===== config.mk =====
export PLATFORM = sky130hd
export DESIGN_NAME = data_mem_access_unit_flat
export DESIGN_NICKNAME = d
export VERILOG_FILES = /design/src/rtl/data_mem_access_unit_if.sv /design/src/rtl/data_mem_access_unit.sv /design/src/flat_wrapper.sv
export SDC_FILE = /design/constraint.sdc
export NUM_CORES = 1
export LEC_CHECK = 0
export CAP_MARGIN = 25
export CORE_ASPECT_RATIO = 0.9
export CORE_MARGIN = 2
export CORE_UTILIZATION = 40
export CTS_CLUSTER_SIZE = 14
export DETAILED_ROUTE_END_ITERATION = 7
export GPL_TIMING_DRIVEN = 0
export PLACE_DENSITY = 0.76
export SLEW_MARGIN = 20
export SYNTH_ARGS = -nofsm -noshare
export SYNTH_HDL_FRONTEND = slang
export SYNTH_SLANG_ARGS = --single-unit

===== constraint.sdc =====
create_clock -name i_clk -period 1.55 [get_ports i_clk]
set_input_delay 0.3875 -clock i_clk [delete_from_list [all_inputs] [get_ports i_clk]]
set_output_delay 0.3875 -clock i_clk [all_outputs]
set_load 0.02 [all_outputs]

===== src/rtl/data_mem_access_unit_if.sv =====
// ---------------------------------------------------------------------------
// data_mem_access_unit_if
// Purpose : groups the request, response and data-RAM signals of the
//           load/store unit into a single bundle.
// Signals :
//   req_valid/req_ready           request handshake
//   req_we/req_funct3             store flag and RV32I size/sign code
//   req_addr/req_wdata            byte address and store data
//   resp_valid/resp_ready         response handshake
//   resp_data/resp_err            extended load result and error flag
//   ram_addr/ram_din/ram_we       word-wide RAM write/read port
//   ram_dout                      combinational RAM read data
// Modports: slave  = the load/store unit
//           master = requester plus RAM (environment side)
// ---------------------------------------------------------------------------
interface data_mem_access_unit_if #(
    parameter int XLEN = 32,
    parameter int AW   = 6
);
    logic            req_valid;
    logic            req_ready;
    logic            req_we;
    logic [2:0]      req_funct3;
    logic [XLEN-1:0] req_addr;
    logic [XLEN-1:0] req_wdata;
    logic            resp_valid;
    logic            resp_ready;
    logic [XLEN-1:0] resp_data;
    logic            resp_err;
    logic [AW-1:0]   ram_addr;
    logic [XLEN-1:0] ram_din;
    logic            ram_we;
    logic [XLEN-1:0] ram_dout;

    modport slave (
        input  req_valid, req_we, req_funct3, req_addr, req_wdata,
        input  resp_ready, ram_dout,
        output req_ready, resp_valid, resp_data, resp_err,
        output ram_addr, ram_din, ram_we
    );

    modport master (
        output req_valid, req_we, req_funct3, req_addr, req_wdata,
        output resp_ready, ram_dout,
        input  req_ready, resp_valid, resp_data, resp_err,
        input  ram_addr, ram_din, ram_we
    );
endinterface


===== src/rtl/data_mem_access_unit.sv =====
// ---------------------------------------------------------------------------
// data_mem_access_unit
// Purpose : memory-stage load/store unit in front of a DEPTH x 32 word RAM
//           (combinational read, level write). Turns LB/LH/LW/LBU/LHU and
//           SB/SH/SW requests into word accesses, doing read-modify-write
//           for sub-word stores and lane extract + extension for loads.
// Ports   :
//   i_clk     rising-edge clock
//   i_rst_n   synchronous active-low reset
//   bus       data_mem_access_unit_if.slave (request, response, RAM port)
// Options : define LSU_MISALIGN_TRAP_EN to report misaligned half/word
//           accesses as errors; otherwise low address bits are ignored to
//           force natural alignment.
//
// state    | meaning
// ---------+---------------------------------------------------------
// S_IDLE   | ready for a request, decode and latch on req_valid
// S_LOAD   | RAM word addressed, extract lane into resp_data
// S_RMW_RD | RAM word addressed, merge store lane into write word
// S_WRITE  | single-cycle ram_we pulse with merged/full word
// S_RESP   | response held until resp_ready
// ---------------------------------------------------------------------------
module data_mem_access_unit #(
    parameter int DEPTH = 64,
    parameter int XLEN  = 32
) (
    input  logic                  i_clk,
    input  logic                  i_rst_n,
    data_mem_access_unit_if.slave bus
);
    localparam int AW = $clog2(DEPTH);
    localparam logic [XLEN-1:0] LP_ADDR_LIMIT = XLEN'(4 * DEPTH);

    typedef enum logic [2:0] {S_IDLE, S_LOAD, S_RMW_RD, S_WRITE, S_RESP} state_t;

    state_t          r_state;
    state_t          w_next;
    logic [AW+1:0]   r_addr;
    logic [2:0]      r_funct3;
    logic [15:0]     r_wdata_lo;
    logic [XLEN-1:0] r_din;
    logic [XLEN-1:0] r_resp_data;
    logic            r_resp_err;

    logic            w_accept;
    logic            w_f3_bad;
    logic            w_misalign;
    logic            w_req_err;
    logic [7:0]      w_byte;
    logic [15:0]     w_half;
    logic [XLEN-1:0] w_load_data;
    logic [XLEN-1:0] w_mask;
    logic [XLEN-1:0] w_merged;

    // Request decode, only meaningful while in S_IDLE.
    assign w_accept = (r_state == S_IDLE) && bus.req_valid;
    assign w_f3_bad = bus.req_we ? !(bus.req_funct3 inside {3'b000, 3'b001, 3'b010})
                                 : !(bus.req_funct3 inside {3'b000, 3'b001, 3'b010, 3'b100, 3'b101});
`ifdef LSU_MISALIGN_TRAP_EN
    assign w_misalign = ((bus.req_funct3[1:0] == 2'b01) && bus.req_addr[0]) ||
                        ((bus.req_funct3[1:0] == 2'b10) && (bus.req_addr[1:0] != 2'b00));
`else
    assign w_misalign = 1'b0;
`endif
    assign w_req_err = w_f3_bad || (bus.req_addr >= LP_ADDR_LIMIT) || w_misalign;

    // Lane extraction; half select uses addr[1] only so unaligned halves
    // fall back to natural alignment when trapping is disabled.
    always_comb begin
        w_byte = bus.ram_dout[7:0];
        case (r_addr[1:0])
            2'd1:    w_byte = bus.ram_dout[15:8];
            2'd2:    w_byte = bus.ram_dout[23:16];
            2'd3:    w_byte = bus.ram_dout[31:24];
            default: w_byte = bus.ram_dout[7:0];
        endcase
        w_half = r_addr[1] ? bus.ram_dout[31:16] : bus.ram_dout[15:0];
        case (r_funct3[1:0])
            2'b00:   w_load_data = {{24{~r_funct3[2] & w_byte[7]}}, w_byte};
            2'b01:   w_load_data = {{16{~r_funct3[2] & w_half[15]}}, w_half};
            default: w_load_data = bus.ram_dout;
        endcase
    end

    // Store data replicated across all lanes, so the mask alone picks the lane.
    always_comb begin
        if (r_funct3[1:0] == 2'b00)
            w_mask = {{(XLEN-8){1'b0}}, 8'hFF} << {r_addr[1:0], 3'b000};
        else
            w_mask = r_addr[1] ? 32'hFFFF_0000 : 32'h0000_FFFF;
        w_merged = (bus.ram_dout & ~w_mask) |
                   ((r_funct3[1:0] == 2'b00) ? {4{r_wdata_lo[7:0]}} : {2{r_wdata_lo}}) & w_mask;
    end

    always_ff @(posedge i_clk) begin
        if (!i_rst_n) r_state <= S_IDLE;
        else          r_state <= w_next;
    end

    always_comb begin
        w_next         = r_state;
        bus.req_ready  = 1'b0;
        bus.resp_valid = 1'b0;
        bus.ram_we     = 1'b0;
        case (r_state)
            S_IDLE: begin
                bus.req_ready = 1'b1;
                if (bus.req_valid) begin
                    if (w_req_err)                        w_next = S_RESP;
                    else if (!bus.req_we)                 w_next = S_LOAD;
                    else if (bus.req_funct3[1:0] == 2'b10) w_next = S_WRITE;
                    else                                  w_next = S_RMW_RD;
                end
            end
            S_LOAD:   w_next = S_RESP;
            S_RMW_RD: w_next = S_WRITE;
            S_WRITE: begin
                // Gated by reset so a reset landing on this cycle drops the write.
                bus.ram_we = i_rst_n;
                w_next     = S_RESP;
            end
            S_RESP: begin
                bus.resp_valid = 1'b1;
                if (bus.resp_ready) w_next = S_IDLE;
            end
            default: w_next = S_IDLE;
        endcase
    end

    always_ff @(posedge i_clk) begin
        if (!i_rst_n) begin
            r_addr      <= '0;
            r_funct3    <= '0;
            r_wdata_lo  <= '0;
            r_din       <= '0;
            r_resp_data <= '0;
            r_resp_err  <= 1'b0;
        end else begin
            if (w_accept) begin
                r_addr      <= bus.req_addr[AW+1:0];
                r_funct3    <= bus.req_funct3;
                r_wdata_lo  <= bus.req_wdata[15:0];
                r_din       <= bus.req_wdata;
                r_resp_data <= '0;
                r_resp_err  <= w_req_err;
            end
            if (r_state == S_LOAD)   r_resp_data <= w_load_data;
            if (r_state == S_RMW_RD) r_din       <= w_merged;
        end
    end

    assign bus.ram_addr  = r_addr[AW+1:2];
    assign bus.ram_din   = r_din;
    assign bus.resp_data = r_resp_data;
    assign bus.resp_err  = r_resp_err;
endmodule

===== src/flat_wrapper.sv =====
// flat-port wrapper written by rule: the top's interface ports become plain ports
module data_mem_access_unit_flat 
#(
    parameter int DEPTH = 64,
    parameter int XLEN  = 32
)
  (i_clk, i_rst_n, bus_req_valid, bus_req_we, bus_req_funct3, bus_req_addr, bus_req_wdata, bus_resp_ready, bus_ram_dout, bus_req_ready, bus_resp_valid, bus_resp_data, bus_resp_err, bus_ram_addr, bus_ram_din, bus_ram_we);
  data_mem_access_unit_if #(.XLEN(XLEN)) bus_i ();
  input  logic i_clk;
  input  logic i_rst_n;
  input wire logic [$bits(bus_i.req_valid)-1:0] bus_req_valid;
  input wire logic [$bits(bus_i.req_we)-1:0] bus_req_we;
  input wire logic [$bits(bus_i.req_funct3)-1:0] bus_req_funct3;
  input wire logic [$bits(bus_i.req_addr)-1:0] bus_req_addr;
  input wire logic [$bits(bus_i.req_wdata)-1:0] bus_req_wdata;
  input wire logic [$bits(bus_i.resp_ready)-1:0] bus_resp_ready;
  input wire logic [$bits(bus_i.ram_dout)-1:0] bus_ram_dout;
  output wire logic [$bits(bus_i.req_ready)-1:0] bus_req_ready;
  output wire logic [$bits(bus_i.resp_valid)-1:0] bus_resp_valid;
  output wire logic [$bits(bus_i.resp_data)-1:0] bus_resp_data;
  output wire logic [$bits(bus_i.resp_err)-1:0] bus_resp_err;
  output wire logic [$bits(bus_i.ram_addr)-1:0] bus_ram_addr;
  output wire logic [$bits(bus_i.ram_din)-1:0] bus_ram_din;
  output wire logic [$bits(bus_i.ram_we)-1:0] bus_ram_we;
  assign bus_i.req_valid = bus_req_valid;
  assign bus_i.req_we = bus_req_we;
  assign bus_i.req_funct3 = bus_req_funct3;
  assign bus_i.req_addr = bus_req_addr;
  assign bus_i.req_wdata = bus_req_wdata;
  assign bus_i.resp_ready = bus_resp_ready;
  assign bus_i.ram_dout = bus_ram_dout;
  assign bus_req_ready = bus_i.req_ready;
  assign bus_resp_valid = bus_i.resp_valid;
  assign bus_resp_data = bus_i.resp_data;
  assign bus_resp_err = bus_i.resp_err;
  assign bus_ram_addr = bus_i.ram_addr;
  assign bus_ram_din = bus_i.ram_din;
  assign bus_ram_we = bus_i.ram_we;
  data_mem_access_unit #(.DEPTH(DEPTH), .XLEN(XLEN)) u_core (.i_clk(i_clk), .i_rst_n(i_rst_n), .bus(bus_i));
endmodule

Word level (Yosys, flattened, before mapping)
Cells that the tools add are included.
{"block": "classes", "n_bitwise": 7, "magnitude_cmp": 1, "reduce_logical": 13, "shift": 1, "muxes": 20, "eq_ne": 15}
{"cell": "32-bit two-way mux", "count": 7}
{"cell": "32-bit bitwise AND", "count": 2}
{"cell": "32-bit one-hot mux with 2 select lines", "count": 1}
{"cell": "32-bit by 9-bit greater-or-equal comparator with 1-bit output, second input constant", "count": 1}
{"cell": "32-bit inverter", "count": 1}
{"cell": "32-bit bitwise OR", "count": 1}
{"cell": "8-bit by 5-bit << shifter with 32-bit output, first input constant", "count": 1}
{"cell": "8-bit one-hot mux with 3 select lines", "count": 1}
{"cell": "16-bit two-way mux", "count": 1}
{"cell": "3-bit two-way mux", "count": 4}
{"cell": "3-bit one-hot mux with 4 select lines", "count": 1}
{"cell": "3-bit by 2-bit == test with 1-bit output, second input constant", "count": 3}
{"cell": "3-bit == test, second input constant", "count": 3}
{"cell": "2-bit == test, second input constant", "count": 3}
{"cell": "3-bit by 1-bit == test with 1-bit output, second input constant", "count": 2}
{"cell": "3-bit logical NOT", "count": 2}
{"cell": "1-bit two-way mux", "count": 5}
{"cell": "5-bit nonzero test", "count": 1}
{"cell": "2-bit by 1-bit == test with 1-bit output, second input constant", "count": 2}
{"cell": "2-bit inequality test, second input constant", "count": 2}
{"cell": "2-bit nonzero test", "count": 2}
{"cell": "3-bit nonzero test", "count": 1}
{"cell": "1-bit bitwise AND", "count": 2}
{"cell": "1-bit logical NOT", "count": 2}
{"cell": "other kinds (6)", "count": 6}
{"block": "totals", "output_inout_bits": 74, "elab_cells": 64, "regBits": 95}

Longest topological paths before layout
Gate-level depths: netlist of the first run.
{"block": "logic_depth", "depth_word": 8, "mapped_depth": 7}

Worst setup path before layout of the first run
No wires, ideal clock.
{"block": "synth_path", "path_kind": "register to register", "from": "reg u_core.r_state[0]", "to": "reg u_core.r_din[21] (netlist: u_core.bus.ram_din[21])", "required_ns": 1.418, "slack_ns": -0.119, "setup_time_ns": 0.132, "path_stages_with_launch": 8, "arrival_ns": 1.537, "path_cell_list": "dfxtp_1 -> buf_4 -> nor4b_2 -> buf_4 -> buf_6 -> mux2_2 -> o21ai_0 -> a21oi_1"}
{"block": "synth_via", "elab_chain_cells": 3, "elab_cells_between_ends": 5}
{"element": "start, declared", "line": "data_mem_access_unit.sv:36", "text": "state_t r_state;"}
{"element": "start signal, assigned", "line": "data_mem_access_unit.sv:97", "text": "else r_state <= w_next;"}
{"element": "3-bit logical NOT", "line": "data_mem_access_unit.sv:56", "text": "assign w_accept = (r_state == S_IDLE) && bus.req_valid;"}
{"element": "1-bit logical AND", "line": "data_mem_access_unit.sv:56"}
{"element": "2-bit nonzero test (no line)"}
{"element": "end signal, assigned", "line": "data_mem_access_unit.sv:143", "text": "r_din <= bus.req_wdata;"}
{"element": "end signal, assigned", "line": "data_mem_access_unit.sv:148", "text": "if (r_state == S_RMW_RD) r_din <= w_merged;"}
{"element": "end, declared", "line": "data_mem_access_unit.sv:41", "text": "logic [XLEN-1:0] r_din;"}
Several ways; a longest one is shown, not always the timed one.
A chain may end at the register's enable or synchronous reset.

Worst setup path in the final report of the first run
{"block": "layout_path", "from": "reg u_core.r_state[0]", "to": "out bus_ram_we"}
{"block": "layout_via", "elab_chain_cells": 2}
{"element": "3-bit by 2-bit == test with 1-bit output", "line": "data_mem_access_unit.sv:105", "text": "case (r_state)"}
{"element": "1-bit two-way mux", "line": "data_mem_access_unit.sv:105"}
{"element": "end, declared", "line": "flat_wrapper.sv:24", "text": "output wire logic [$bits(bus_i.ram_we)-1:0] bus_ram_we;"}
Every way passes these cells.

==> results of run 1 <==
-- cell families after synthesis --
family | synth area share
buffers and inverters | 0.0628
AOI/OAI and AO/OA | 0.293
DFF | 0.398
muxes | 0.0900
and+or+nand+nor | 0.157
-- power groups by stage --
stage,combinational (µW),sequential [µW],clock (µW)
2_1_floorplan,652,2710,0
3_3_place_gp,1340,2660,0
3_5_place_dp,1350,2660,0
4_1_cts,1650,2630,2200
5_1_grt,1890,2640,2280
6_report,1810,2630,2210
-- metal layers --
layer,wire length (µm),share of wire,up-vias,GRT usage
met5,0,0,-,0
met4,783,0.039,0,0.131
met3,1580,0.079,72,0.0689
met2,9440,0.47,325,0.489
met1,8190,0.41,2655,0.377
li1,-,-,2501,-
-- through the flow --
| stage | setup slack [ps] | power (µW) | hold slack, ps |
|---|---|---|---|
| 2_1_floorplan | -64.8 | 3360 | 436 |
| 3_3_place_gp | -815 | 4000 | 437 |
| 3_5_place_dp | -843 | 4000 | 446 |
| 4_1_cts | -190 | 6470 | 446 |
| 5_1_grt | -254 | 6810 | 453 |
| 6_report | -203 | 6660 | 450 |
-- worst max-delay path: stages (launching register included) --
cell and delay (ps):
dfxtp_2 370, buf_6 140, nand2_1 120, nor3b_2 210
buf_4 170
-- Yosys cell counts, types with 3 or more instances --
cell / number
clkbuf_1: 20
nor2_1: 6
mux2i_1: 25
inv_1: 3
buf_4: 10
a31o_2: 3
o2bb2ai_1: 8
mux2_2: 15
buf_2: 15
buf_6: 4
nor3_1: 4
nand2b_1: 8
o22ai_1: 25
nor2b_1: 17
a21oi_1: 54
nor4_1: 7
o221ai_1: 6
o22a_1: 7
buf_1: 3
o21ai_2: 10
dfxtp_1: 95
a211o_1: 7
a32o_1: 7
o21ai_0: 64
a21boi_0: 14
nand2_1: 89
-- placed cells by master, fill, tap and decap left out, types with 10 or more instances in the layout --
master,n
nand2_1,68
nand2_2,18
nor2b_1,15
clkbuf_16,10
dlygate4sd2_1,76
o21ai_1,10
o21ai_2,36
dfxtp_1,87
clkdlybuf4s50_1,97
buf_4,28
a21boi_2,16
mux2_4,16
o21ai_0,30
o22ai_1,17
mux2i_1,16
a21oi_1,45
buf_6,23
-- timing repair --
action	4_1_cts	5_1_grt
pin swaps	57	24
buffers inserted	26	5
gates resized for setup	291	79
setup endpoints to repair	168	98
gates cloned	9	1
-- final timing paths --
check                                start                        to  slack (ps)  cells after the start
setup reg to reg         u_core.r_state[0]    u_core.bus.ram_din[23]        -190                      7
hold / removal    u_core.bus.resp_data[17]  u_core.bus.resp_data[17]         450                      2
hold reg to reg   u_core.bus.resp_data[17]  u_core.bus.resp_data[17]         450                      2
setup / recovery         u_core.r_state[0]                bus_ram_we        -200                      4
-- layout make-up --
class	instances	share of cell area
timing repair buffer	218	0.268
tap	156	0.0236
clock inverter	5	0.00712
sequential	95	0.232
clock buffer	9	0.0273
buffer	49	0.0514
inverter	5	0.00303
multi-input combinational	410	0.388
-- flip-flops by register name, summed over array words and instances (netlist names) --
name	count
u_core.bus.resp_err	1
u_core.r_wdata_lo	16
u_core.r_addr	8
u_core.r_state	3
u_core.bus.ram_din	32
u_core.bus.resp_data	32
u_core.r_funct3	3
==> impl_metrics.ini, run 1 <==
[run_status]
outcome = complete, but fails checks
violations = setup timing

[synth]
mappedNetlistArea_um2 = 4780
synth_cells = 562
yosys_warnings = 0
yosys_most_used_dff = dfxtp_1
ys_types = 53
synth_edf_count = 0
synth_top_area_cell = dfxtp_1
avgSynthCellArea_um2 = 8.51
synth_top_area_share = 0.398
seq_area_frac_synth = 0.398
synthTopCellsByArea = dfxtp_1 40%, nand2_1 7.0%, o21ai_0 6.7%
synth-seq-cells = 95
ys_async_sr_fraction = 0
syn-num-nets = 666

[sta]
finalSetupViolCount = 82
hold_viol = 0
finalMaxSlewViolations = 0
worst_pin_slew_ps = 673
skew_ps = 7.66
layout_setup_ws_ps = -203
fin_crit_sh = 1.13
setup_tns_ps = -10060
min_period_ps = 1750
rsz0062_at_grt = yes
max_freq_mhz = 571
slew_headroom = 0.550

[floorplan]
dieHeight_um = 108
rows = 37
die_x_um = 119
start_util = 0.415
io_pins = 178
die_area_um2 = 12800
design.core.area_um2 = 11500

[detailed_routing]
remaining_drc_errors = 0
routed_via_density = 5.86
vias = 5553
first_pass_iters = 5
antenna_left = 0
detail_route.wl_per_cell_um = 21.1
wl_um = 20000
drt_iter0_drc = 394

[power]
switching_share = 0.294
intPower_uw = 4700
p_leak_uw = 0.00347
p_sw_uw = 1960
ir_worst_vdd_mv = 0.500
combPwrFrac = 0.272
p_clk_frac = 0.332
seqPwrFrac = 0.396
powerDensity_nw_per_um2 = 806

[layout]
multi_input_area_um2 = 3200
final_cell_area_um2 = 8260
final_util = 0.716
layout-drive-gt1-share = 0.320
area_growth_pct = 72.7
stdcell_count = 947
antennaDiodeCount = 0
fin_nets = 892
final-seq-area_um2 = 1910
fillers = 831

[critical_path]
worstPathRequired_ps = 1160
critPathMaxFanout = 6
end_kind = output port
crit_path_start_kind = flip-flop
path_class = flip-flop to output port
crit_arrival_ps = 1370

[cts]
insertion_delay_ps = 350
clock_path_buffers = 2
htreeDepth = 3
ctsHoldBuffers = 0
cts_tree = yes
numCtsBuffers = 9
clkSinkCount = 95
clock-root-buffer = clkbuf_16
clkTransAtPathRegs_ps = 70

[placement]
gp_congestion = 0.906
placed_cell_area_um2 = 6810
portBuffers = 177
dp_hpwl_um = 13200
place_inst = 895

[global_routing]
grt_pass1_wl_um = 29600
track_usage = 0.299
antenna_found_initial = 0
overflow = 0
grt_max_degree = 16
grt_pass1_vias = 5397

[run]
cap_violations = 0

[worst_hold_path]
hold_path_class = flip-flop to flip-flop
Note: power is estimated with default switching activity, not from simulation.
==> run 2, diff against run 1 <==
==> constraint.sdc (replaced) <==
create_clock -name i_clk -period 1.46 [get_ports i_clk]
set_input_delay 0.365 -clock i_clk [delete_from_list [all_inputs] [get_ports i_clk]]
set_output_delay 0.365 -clock i_clk [all_outputs]
set_load 0.02 [all_outputs]
==> impl_metrics.ini, run 2 (synthesis gave the netlist of run 1 again) <==
[worst_hold_path]
holdPathEnd = u_core.bus.resp_data[22]
hold_path_class = flip-flop to flip-flop
worstHoldPathCells = 2
worstHoldStart = u_core.bus.resp_data[22]

[sta]
worst_pin_slew_ps = 783
slew_headroom = 0.478
finalSetupViolCount = 97
min_period_ps = 1870
setup_tns_ps = -24240
fin_crit_sh = 1.28
hold_viol = 0
layout_setup_ws_ps = -413
max_freq_mhz = 534
rsz0062_at_grt = yes
skew_ps = 7.54
worst_hold_slack_ps = 449
finalMaxSlewViolations = 0

[layout]
multi_input_area_um2 = 3420
final_cell_area_um2 = 8580
area_growth_pct = 79.5
final_cell_mix = 97 x clkdlybuf4s50_1, 87 x dfxtp_1, 64 x dlygate4sd2_1, 45 x nand2_1, 43 x buf_4
fillers = 790
layout_commonest_cell = clkdlybuf4s50_1
antennaDiodeCount = 0
fin_nets = 905
final_util = 0.745
layout-drive-gt1-share = 0.391
final-seq-area_um2 = 1920

[cts]
clock_path_buffers = 2
clock-root-buffer = clkbuf_16
clkTransAtPathRegs_ps = 70
htreeDepth = 3
numCtsBuffers = 9
insertion_delay_ps = 350
clkSinkCount = 95
cts_tree = yes

[detailed_routing]
wl_um = 21200
vias = 5571
detail_route.wl_per_cell_um = 22.0
antenna_left = 0
routed_via_density = 5.79
drt_iter0_drc = 451
first_pass_iters = 5
remaining_drc_errors = 0

[critical_path]
rr_endpoint = u_core.bus.ram_din[15]
r2r_setup_slack_ps = -410
crit_arrival_ps = 2060
max_stage_delay_ps = 350
crit_slowest_cell = dfxtp_4
worstPathRequired_ps = 1650
worstReg2RegStart = u_core.r_state[0]
critPathMaxFanout = 8
path_class = flip-flop to flip-flop
crit_path_start_kind = flip-flop
end_kind = flip-flop
crit_top_cell = buf_6
rr_worst_depth = 9
path_cells = buf_6, nor4b_4, buf_6, buf_6, buf_6, nor2_4, buf_8, a21boi_2, o22ai_1
cp-startpoint = u_core.r_state[0]

[floorplan]
dieHeight_um = 108
rows = 37
start_util = 0.415
die_area_um2 = 12800
die_x_um = 119
design.core.area_um2 = 11500
io_pins = 178

[power]
ir_worst_vdd_mv = 0.700
p_leak_uw = 0.00371
powerDensity_nw_per_um2 = 881
p_sw_uw = 2190
intPower_uw = 5370
combPwrFrac = 0.263
switching_share = 0.290
p_clk_frac = 0.365
seqPwrFrac = 0.372

[placement]
dp_hpwl_um = 13800
portBuffers = 177
gp_congestion = 0.943
dp_slack_ps = -949
placed_cell_area_um2 = 6870

[global_routing]
antenna_found_initial = 0
grt_pass1_vias = 5487
overflow = 0
grt_max_degree = 17
track_usage = 0.304
grt_pass1_wl_um = 30000

[run_status]
outcome = complete, but fails checks
violations = setup timing

[run]
cap_violations = 0
[run 2: worst max-delay path: cells and delay by family (launching register included)]
kind / cells / cell delay, ps
and+or+nand+nor: 2 / 360
DFF: 1 / 350
buffers and inverters: 5 / 700
AOI/OAI and AO/OA: 2 / 270
[run 2: power groups by stage]
stage | Clock [µW] | Sequential (µW) | Combinational (µW)
floorplan | 0 | 2880 | 726
global placement | 0 | 2820 | 1470
detailed placement | 0 | 2830 | 1480
CTS | 2740 | 2790 | 1720
global route | 2840 | 2820 | 2070
finish | 2760 | 2810 | 1990
[run 2: layer usage]
layer,vias up,global-route usage,wire length [µm]
met1,2679,0.391,8580
li1,2531,-,-
met5,-,0,0
met4,0,0.123,742
met2,301,0.502,10200
met3,60,0.0572,1620
[run 2: how the worst max path moves through the flow]
stage / to / cells after the start
global route: u_core.bus.ram_din[15] / 9
finish: u_core.bus.ram_din[15] / 9
floorplan: u_core.bus.ram_din[27] / 7
detailed placement: u_core.bus.resp_data[4] / 6
global placement: u_core.bus.resp_data[4] / 6
CTS: u_core.bus.ram_din[20] / 7
[run 2: area by class of cell]
type / instances / area share
repair buffers: 233 / 0.265
clock buffers: 9 / 0.0262
clock inverters: 7 / 0.0137
plain buffers: 47 / 0.0472
well taps: 156 / 0.0227
multi-input cells: 410 / 0.399
inverters: 5 / 0.00248
flip-flops and latches: 95 / 0.224
[run 2: what timing repair did]
item | in CTS | in global routing
buffers inserted | 34 | 14
pin swaps | 34 | 31
gates cloned | 6 | 3
gates resized for setup | 278 | 146
setup endpoints to repair | 169 | 101
hold buffers | 0 | 0
[run 2: metrics by stage]
step                cells  total power, µW
finish                962             7560
detailed placement    895             4300
global placement      895             4290
CTS                   947             7260
floorplan             562             3600
global route          962             7740
